## config.mk

```make
export PLATFORM = sky130hd
export DESIGN_NAME = store_aligner
export DESIGN_NICKNAME = d
export VERILOG_FILES = /design/src/rtl/store_aligner.sv
export SDC_FILE = /design/constraint.sdc
export NUM_CORES = 1
export LEC_CHECK = 0
export ABC_AREA = 1
export CORE_MARGIN = 4
export CORE_UTILIZATION = 25
export CTS_CLUSTER_DIAMETER = 40
export CTS_CLUSTER_SIZE = 14
export DETAILED_ROUTE_END_ITERATION = 7
export SYNTH_ARGS = -nofsm -noshare
export SYNTH_HDL_FRONTEND = slang
export SYNTH_SLANG_ARGS = --single-unit
```

## constraint.sdc

```tcl
create_clock -name clk -period 3.3 [get_ports clk]
set_input_delay 0.66 -clock clk [delete_from_list [all_inputs] [get_ports clk]]
set_output_delay 0.66 -clock clk [all_outputs]
set_load 0.02 [all_outputs]
```

## src/rtl/store_aligner.sv

```systemverilog
// Store path aligner: turns SW/SH/SB into a word-aligned, byte-enabled memory write.
// Optional one-entry pending buffer for back-to-back stores: define STORE_SKID_EN.
module store_aligner #(
    parameter int unsigned ADDR_W = 32
) (
    input  logic              clk,
    input  logic              reset_n,
    input  logic              st_valid,
    input  logic [1:0]        st_op,
    input  logic [ADDR_W-1:0] st_addr,
    input  logic [31:0]       st_wdata,
    output logic              st_ready,
    output logic              dm_req,
    output logic [ADDR_W-1:0] dm_addr,
    output logic [31:0]       dm_wdata,
    output logic [3:0]        dm_be,
    input  logic              dm_ack,
    output logic              exc_ades,
    output logic [ADDR_W-1:0] badvaddr
);

    localparam logic [0:0] IDLE = 1'b0;
    localparam logic [0:0] REQ  = 1'b1;

    logic [0:0]        state;
    logic [ADDR_W-1:0] al_addr;
    logic [31:0]       al_data;
    logic [3:0]        al_be;
    logic              misal;
    logic              accept;
    logic              accept_ok;
    logic              accept_bad;

    always_comb begin
        al_addr = {st_addr[ADDR_W-1:2], 2'b00};
        al_data = st_wdata;
        al_be   = '0;
        misal   = 1'b0;
        case (st_op)
            2'b00: begin
                al_be = 4'b1111;
                misal = (st_addr[1:0] != 2'b00);
            end
            2'b01: begin
                al_be   = st_addr[1] ? 4'b1100 : 4'b0011;
                al_data = {2{st_wdata[15:0]}};
                misal   = st_addr[0];
            end
            2'b10: begin
                al_be   = 4'b0001 << st_addr[1:0];
                al_data = {4{st_wdata[7:0]}};
            end
            default: misal = 1'b1;
        endcase
    end

`ifdef STORE_SKID_EN
    logic              buf_full;
    logic [ADDR_W-1:0] buf_addr;
    logic [31:0]       buf_data;
    logic [3:0]        buf_be;

    assign st_ready = !buf_full;
`else
    assign st_ready = (state == IDLE);
`endif

    assign accept     = st_valid && st_ready;
    assign accept_ok  = accept && !misal;
    assign accept_bad = accept && misal;

    always_ff @(posedge clk or negedge reset_n) begin
        if (!reset_n) begin
            state    <= IDLE;
            dm_req   <= 1'b0;
            dm_addr  <= '0;
            dm_wdata <= '0;
            dm_be    <= '0;
            exc_ades <= 1'b0;
            badvaddr <= '0;
`ifdef STORE_SKID_EN
            buf_full <= 1'b0;
            buf_addr <= '0;
            buf_data <= '0;
            buf_be   <= '0;
`endif
        end else begin
            exc_ades <= accept_bad;
            if (accept_bad) begin
                badvaddr <= st_addr;
            end
            case (state)
                IDLE: begin
                    if (accept_ok) begin
                        state    <= REQ;
                        dm_req   <= 1'b1;
                        dm_addr  <= al_addr;
                        dm_wdata <= al_data;
                        dm_be    <= al_be;
                    end
                end
                default: begin
`ifdef STORE_SKID_EN
                    // Buffered store has priority; a new store can only be accepted when the buffer is empty.
                    if (dm_ack) begin
                        if (buf_full) begin
                            buf_full <= 1'b0;
                            dm_addr  <= buf_addr;
                            dm_wdata <= buf_data;
                            dm_be    <= buf_be;
                        end else if (accept_ok) begin
                            dm_addr  <= al_addr;
                            dm_wdata <= al_data;
                            dm_be    <= al_be;
                        end else begin
                            state  <= IDLE;
                            dm_req <= 1'b0;
                        end
                    end else if (accept_ok) begin
                        buf_full <= 1'b1;
                        buf_addr <= al_addr;
                        buf_data <= al_data;
                        buf_be   <= al_be;
                    end
`else
                    if (dm_ack) begin
                        state  <= IDLE;
                        dm_req <= 1'b0;
                    end
`endif
                end
            endcase
        end
    end

endmodule

```

==> results of run 1 <==
-- per-stage QoR --
stage | worst slack, ns | util [%]
final | 0.9955 | 37.97
after detailed placement | 0.6123 | 36.41
after global placement | 0.6602 | 36.41
after CTS | 0.9794 | 37.97
after global routing | 0.8126 | 37.97
after floorplan | 1.554 | -
-- area by class of cell --
cell class	count	area [µm²]	share of cell area (%)
clock buffer	10	239.0	3.665
clock inverter	5	27.53	0.4221
inverter	46	172.7	2.648
multi-input combinational	343	1479	22.68
sequential	101	2527	38.76
tap	225	281.5	4.317
timing repair buffer	176	1794	27.51
-- sequential cells by signal, indices dropped and copies added (netlist names) --
name      count
dm_req        1
dm_be         4
exc_ades      1
dm_wdata     32
dm_addr      30
state         1
badvaddr     32
-- layer usage --
metal / routed length (µm) / GRT usage, % / vias up / share of wire, %
li1: - / - / 1912 / -
met1: 5980 / 17.49 / 1702 / 47
met2: 5621 / 19.93 / 139 / 44
met3: 1143 / 5.736 / 4 / 8.9
met4: 38 / 2.601 / 0 / 0.30
met5: 0 / 0 / - / 0
-- report_power, final --
part | total [µW] | switching [µW] | internal [µW]
registers | 1720 | 173 | 1550
logic | 1620 | 860 | 761
clock network | 972 | 450 | 523
total | 4310 | 1480 | 2830
-- kinds of logic after synthesis --
logic type / synth area share [%]
and+or+nand+nor: 22.79
buffers and inverters: 8.541
adders and majority gates: 1.147
AOI/OAI and AO/OA: 9.544
other: 0.08590
DFF: 57.90
-- how the worst max path moves through the flow --
stage / startpoint / endpoint / slack (ns) / cells after the start
finish: st_op[1] / dm_wdata[28]$_DFFE_PN0P_ / 1.0 / 8
global route: st_op[1] / dm_wdata[22]$_DFFE_PN0P_ / 0.81 / 8
floorplan: st_op[0] / dm_wdata[21]$_DFFE_PN0P_ / 1.55 / 9
global placement: st_op[1] / dm_wdata[15]$_DFFE_PN0P_ / 0.66 / 8
detailed placement: st_op[1] / dm_wdata[10]$_DFFE_PN0P_ / 0.61 / 8
CTS: st_op[1] / dm_wdata[28]$_DFFE_PN0P_ / 0.98 / 8
-- synth_stat cells --
cell / count / share of area (%)
o21ai_2: 6 / 1.2
nand3_2: 1 / 0.23
conb_1: 1 / 0.086
buf_4: 8 / 1.4
nand3_1: 11 / 1.3
inv_2: 1 / 0.086
clkbuf_1: 6 / 0.52
a21oi_2: 1 / 0.20
or2_2: 1 / 0.14
a21oi_1: 1 / 0.11
inv_1: 45 / 3.9
nor2_1: 4 / 0.34
dfrtp_1: 101 / 58
buf_2: 9 / 1.0
clkbuf_2: 1 / 0.11
ha_1: 4 / 1.1
buf_6: 6 / 1.5
o21ai_1: 26 / 3.0
nand2_1: 242 / 21
o21ai_0: 44 / 5.0
-- critical path, stage by stage --
cell and delay [ns]:
clkdlybuf4s50_1 0.51, inv_1 0.07, ha_1 0.21, a21oi_2 0.19
nand3_4 0.26, inv_2 0.47, nand2_1 0.10, nand2_1 0.10
==> impl_metrics.env, run 1 <==
export IMPL_layout_cells_most_common="nand2_1"
export IMPL_post_dp_hpwl_um=9282
export IMPL_seq_area_frac_synth_pct=57.90
export IMPL_clk_pin_slew_ns=0.07
export IMPL_timing_final_crit_period_ns=2.304
export IMPL_cts_hold_fix_buffers=0
export IMPL_ys_warnings_count=0
export IMPL_setup_violations_final=0
export IMPL_clock_tree_buffer_depth=2
export IMPL_worst_ep_required_time_ns=3.58
export IMPL_cts_root_buffer_type="clkbuf_16"
export IMPL_vias_in_the_first_global_route=3809
export IMPL_cts_htree_levels=3
export IMPL_report_final_hold_viol_count=0
export IMPL_row_count=48
export IMPL_synthToLayoutAreaGrowth_pct=49.38
export IMPL_number_of_antenna_violations_at_the_first_check_in_global_routing=0
export IMPL_top_level_ports=173
export IMPL_most_common_layout_cells="241 x nand2_1, 169 x clkdlybuf4s50_1, 101 x dfrtp_1"
export IMPL_detailedRoute_firstIterationViolations=184
export IMPL_global_route_wire_length_before_repair_um=20670
export IMPL_cellLeakagePower_uw=0.003205
export IMPL_ys_ff_latch=101
export IMPL_syn_instance_count=519
export IMPL_ff2ff_setup_slack_ns=1.64
export IMPL_finalClockSkew_ns=0.005797
export IMPL_initial_core_util_pct=25.42
export IMPL_fin_worst_hold_slack_ns=0.3780
export IMPL_syn_mean_instance_area_um2=8.411
export IMPL_rr_startpoint="state$_DFF_PN0_"
export IMPL_place_port_buffers=170
export IMPL_irDropWorstVdd_mv=0.2597
export IMPL_overflow=0
export IMPL_setup_tns_ns=0
export IMPL_post_layout_nonfiller_instances=906
export IMPL_power_per_cell_area_nw_per_um2=661.4
export IMPL_clkSinkCount=101
export IMPL_final_fill_count=1795
export IMPL_rsz_0062_raised_after_global_routing="false"
export IMPL_drc_errors=0
export IMPL_insertedDiodeCount=0
export IMPL_timing_setup_critical_path_class="primary input to flop"
export IMPL_achievable_frequency_mhz=433.9
export IMPL_timing_critical_path_fanout_max=29
export IMPL_design_die_area_um2=19640
export IMPL_ff2ff_path_depth=7
export IMPL_critical_path_startpoint_type="primary input"
export IMPL_place_congestion=0.7923
export IMPL_detailroute_via_count=3757
export IMPL_postPlaceCellArea_um2=6255
export IMPL_dp_cells=891
export IMPL_dr_pass1_iters=4
export IMPL_nNetsFinal=751
export IMPL_worst_skew_pair_late_latency_ns=0.34
export IMPL_status="finished clean"
export IMPL_wl_final_um=12780
export IMPL_ys_types=20
export IMPL_tritoncts="built"
export IMPL_cap_violations=0
export IMPL_share_of_cells_above_drive_strength_1_pct=4.846
export IMPL_timing_critical_path_arrival_ns=2.58
export IMPL_non_filler_cell_area_final_um2=6521
export IMPL_die_width_um=140.1
export IMPL_detail_route_wl_per_cell_um=14.11
export IMPL_critical_path_endpoint_type="flop"
export IMPL_cts_inserted_buffers=9
export IMPL_worstReg2RegEnd="dm_wdata[28]$_DFFE_PN0P_"
export IMPL_post_drt_via_cell_ratio=4.147
export IMPL_core_um2=17180
export IMPL_grt_max_degree=102
export IMPL_power_uw=4313
export IMPL_syn_cell_area_um2=4365
export IMPL_dieHeight_um=140.1
export IMPL_cts_repair_resize_count=0
export IMPL_worst_case_headroom_to_the_max_slew_limit_pct=51.59
export IMPL_postCtsSetupBuffers=0
export IMPL_min_path_type="primary input to async pin"
export IMPL_worst_slew_pin_transition_ns=0.7254
export IMPL_grtUsageTotal_pct=13.11
export IMPL_ant_nets=0
export IMPL_final_period_utilization_pct=69.83
export IMPL_timing_max_transition_violations_final=0
No activity file was read; power rests on OpenSTA's default activity.
==> run 2, diff against run 1 <==
Clock period 3.3 ns to 1.9 ns, I/O delays scaled along.
==> run 2 against run 1 <==
Utilization rose by 1.2 points. Worst hold slack improved by 0.099 ns. Die area did not move. Critical path depth fell by 6. Design area rose by 3.1%. Total power rose by 84%. Sequential share of layout area fell by 1.2 points. Final cell count rose by 1.5%. Largest power group unchanged.
==> impl_metrics.env, run 2 (synthesized netlist as in run 1, its figures left out) <==
export IMPL_worst_ep_required_time_ns=1.52
export IMPL_dr_pass1_iters=4
export IMPL_insertedDiodeCount=0
export IMPL_drc_errors=0
export IMPL_layout_top_registers="badvaddr: 32 flops, dm_wdata: 32 flops, dm_addr: 30 flops"
export IMPL_synthToLayoutAreaGrowth_pct=54.06
export IMPL_vias_in_the_first_global_route=3786
export IMPL_clk_pin_slew_ns=0.07
export IMPL_clock_tree_buffer_depth=2
export IMPL_wl_final_um=12520
export IMPL_timing_setup_critical_path_class="flop to primary output"
export IMPL_timing_critical_path_fanout_max=3
export IMPL_final_fill_count=1788
export IMPL_met3_usage_pct=5.053
export IMPL_tritoncts="built"
export IMPL_dp_cells=903
export IMPL_ant_nets=0
export IMPL_die_width_um=140.1
export IMPL_cts_inserted_buffers=9
export IMPL_core_um2=17180
export IMPL_finalClockSkew_ns=0.006628
export IMPL_setup_violations_final=0
export IMPL_final_worst_slack_ns=0.1123
export IMPL_grtUsageMet1_pct=17.00
export IMPL_detailedRoute_firstIterationViolations=155
export IMPL_cap_violations=0
export IMPL_critical_path_startpoint_type="flop"
export IMPL_top_level_ports=173
export IMPL_rsz_0062_raised_after_global_routing="false"
export IMPL_status="finished clean"
export IMPL_cts_repair_resize_count=0
export IMPL_grt_util_met2_pct=19.93
export IMPL_timing_max_transition_violations_final=0
export IMPL_worst_skew_pair_late_latency_ns=0.35
export IMPL_layout_cells_most_common="nand2_1"
export IMPL_non_filler_cell_area_final_um2=6725
export IMPL_busiest_layer="met2"
export IMPL_nNetsFinal=764
export IMPL_cpPeakStageDelay_ns=0.61
export IMPL_report_final_hold_viol_count=0
export IMPL_cts_htree_levels=3
export IMPL_grt_max_degree=62
export IMPL_post_dp_hpwl_um=9312
export IMPL_timing_critical_path_arrival_ns=1.41
export IMPL_irDropWorstVdd_mv=0.4900
export IMPL_grtUsageTotal_pct=13.02
export IMPL_initial_core_util_pct=25.42
export IMPL_post_layout_nonfiller_instances=920
export IMPL_detailroute_via_count=3770
export IMPL_cellLeakagePower_uw=0.003307
export IMPL_final_period_utilization_pct=94.09
export IMPL_crit_path_cell_trace="inv_1 > clkdlybuf4s50_1"
export IMPL_achievable_frequency_mhz=559.4
export IMPL_row_count=48
export IMPL_detail_route_wl_per_cell_um=13.61
export IMPL_dieHeight_um=140.1
export IMPL_number_of_antenna_violations_at_the_first_check_in_global_routing=0
export IMPL_timing_final_crit_period_ns=1.788
export IMPL_preCtsSetupSlack_ns=-0.1380
export IMPL_design_die_area_um2=19640
export IMPL_critical_path_endpoint_type="primary output"
export IMPL_min_path_type="flop to flop"
export IMPL_place_port_buffers=170
export IMPL_post_drt_via_cell_ratio=4.098
export IMPL_clkSinkCount=101
export IMPL_power_per_cell_area_nw_per_um2=1181
export IMPL_overflow=0
export IMPL_cts_root_buffer_type="clkbuf_16"
export IMPL_most_common_layout_cells="241 x nand2_1, 169 x clkdlybuf4s50_1, 101 x dfrtp_1"
export IMPL_share_of_cells_above_drive_strength_1_pct=6.619
export IMPL_postPlaceCellArea_um2=6370
export IMPL_place_congestion=0.8150
export IMPL_global_route_wire_length_before_repair_um=20440
export IMPL_slowest_stage="clkdlybuf4s50_1"
-- run 2: cell types whose count changed in the layout (fill, tap and decap cells not counted), sizes merged --
cell,before,now
clkinv,4,1
buf,7,19
clkbuf,10,9
bufinv,0,3
inv,46,48
dlygate4sd3,0,1
-- run 2: final timing paths --
check	from	endpoint	slack (ns)	cells after the start
setup / recovery	state$_DFF_PN0_	st_ready	0.11	2
hold / removal	dm_wdata[21]$_DFFE_PN0P_	dm_wdata[21]$_DFFE_PN0P_	0.48	2
setup reg to reg	state$_DFF_PN0_	dm_addr[19]$_DFFE_PN0P_	0.59	7
hold reg to reg	dm_wdata[21]$_DFFE_PN0P_	dm_wdata[21]$_DFFE_PN0P_	0.48	2
max in group asynchronous	reset_n	dm_wdata[22]$_DFFE_PN0P_	0.84	3
min in group asynchronous	reset_n	dm_addr[17]$_DFFE_PN0P_	0.49	2
-- run 2: power breakdown --
part           switching [µW]  total, µW  internal, µW
Sequential                297       2980          2690
Clock                     822       2120          1290
Combinational            1490       2840          1350
-- run 2: area by class of cell --
class,instances,area (µm²),share of cell area (%)
multi-input combinational,343,1479,21.99
sequential,101,2527,37.58
tap,225,281.5,4.186
timing repair buffer,189,1919,28.54
clock buffer,9,225.2,3.349
clock inverter,7,120.1,1.786
inverter,46,172.7,2.567
-- run 2: layer usage --
metal | vias to the layer above | part of all wire (%)
met4 | 0 | 1.4
met3 | 12 | 9.5
met2 | 135 | 43
li1 | 1937 | -
met5 | - | 0
met1 | 1686 | 46
-- run 2: timing repair --
item,in CTS,in global routing
hold buffers,1,0
buffers inserted,0,0
hold endpoints to repair,22,0
-- run 2: worst max-delay path, delay by kind of cell, from the launching register on --
kind	cells	cell delay, ns
DFF	1	0.38
buffers and inverters	2	0.69
-- run 2: metrics by stage --
stage | power, µW | hold slack (ns) | utilization [%] | setup TNS [ns]
3_3_place_gp | 5881 | 0.3101 | 37.08 | -6.958
2_1_floorplan | 4340 | 0.08441 | - | 0
4_1_cts | 8100 | 0.4763 | 39.15 | 0
5_1_grt | 8411 | 0.5034 | 39.15 | 0
6_report | 7944 | 0.4768 | 39.15 | 0
3_5_place_dp | 5904 | 0.3073 | 37.08 | -10.51
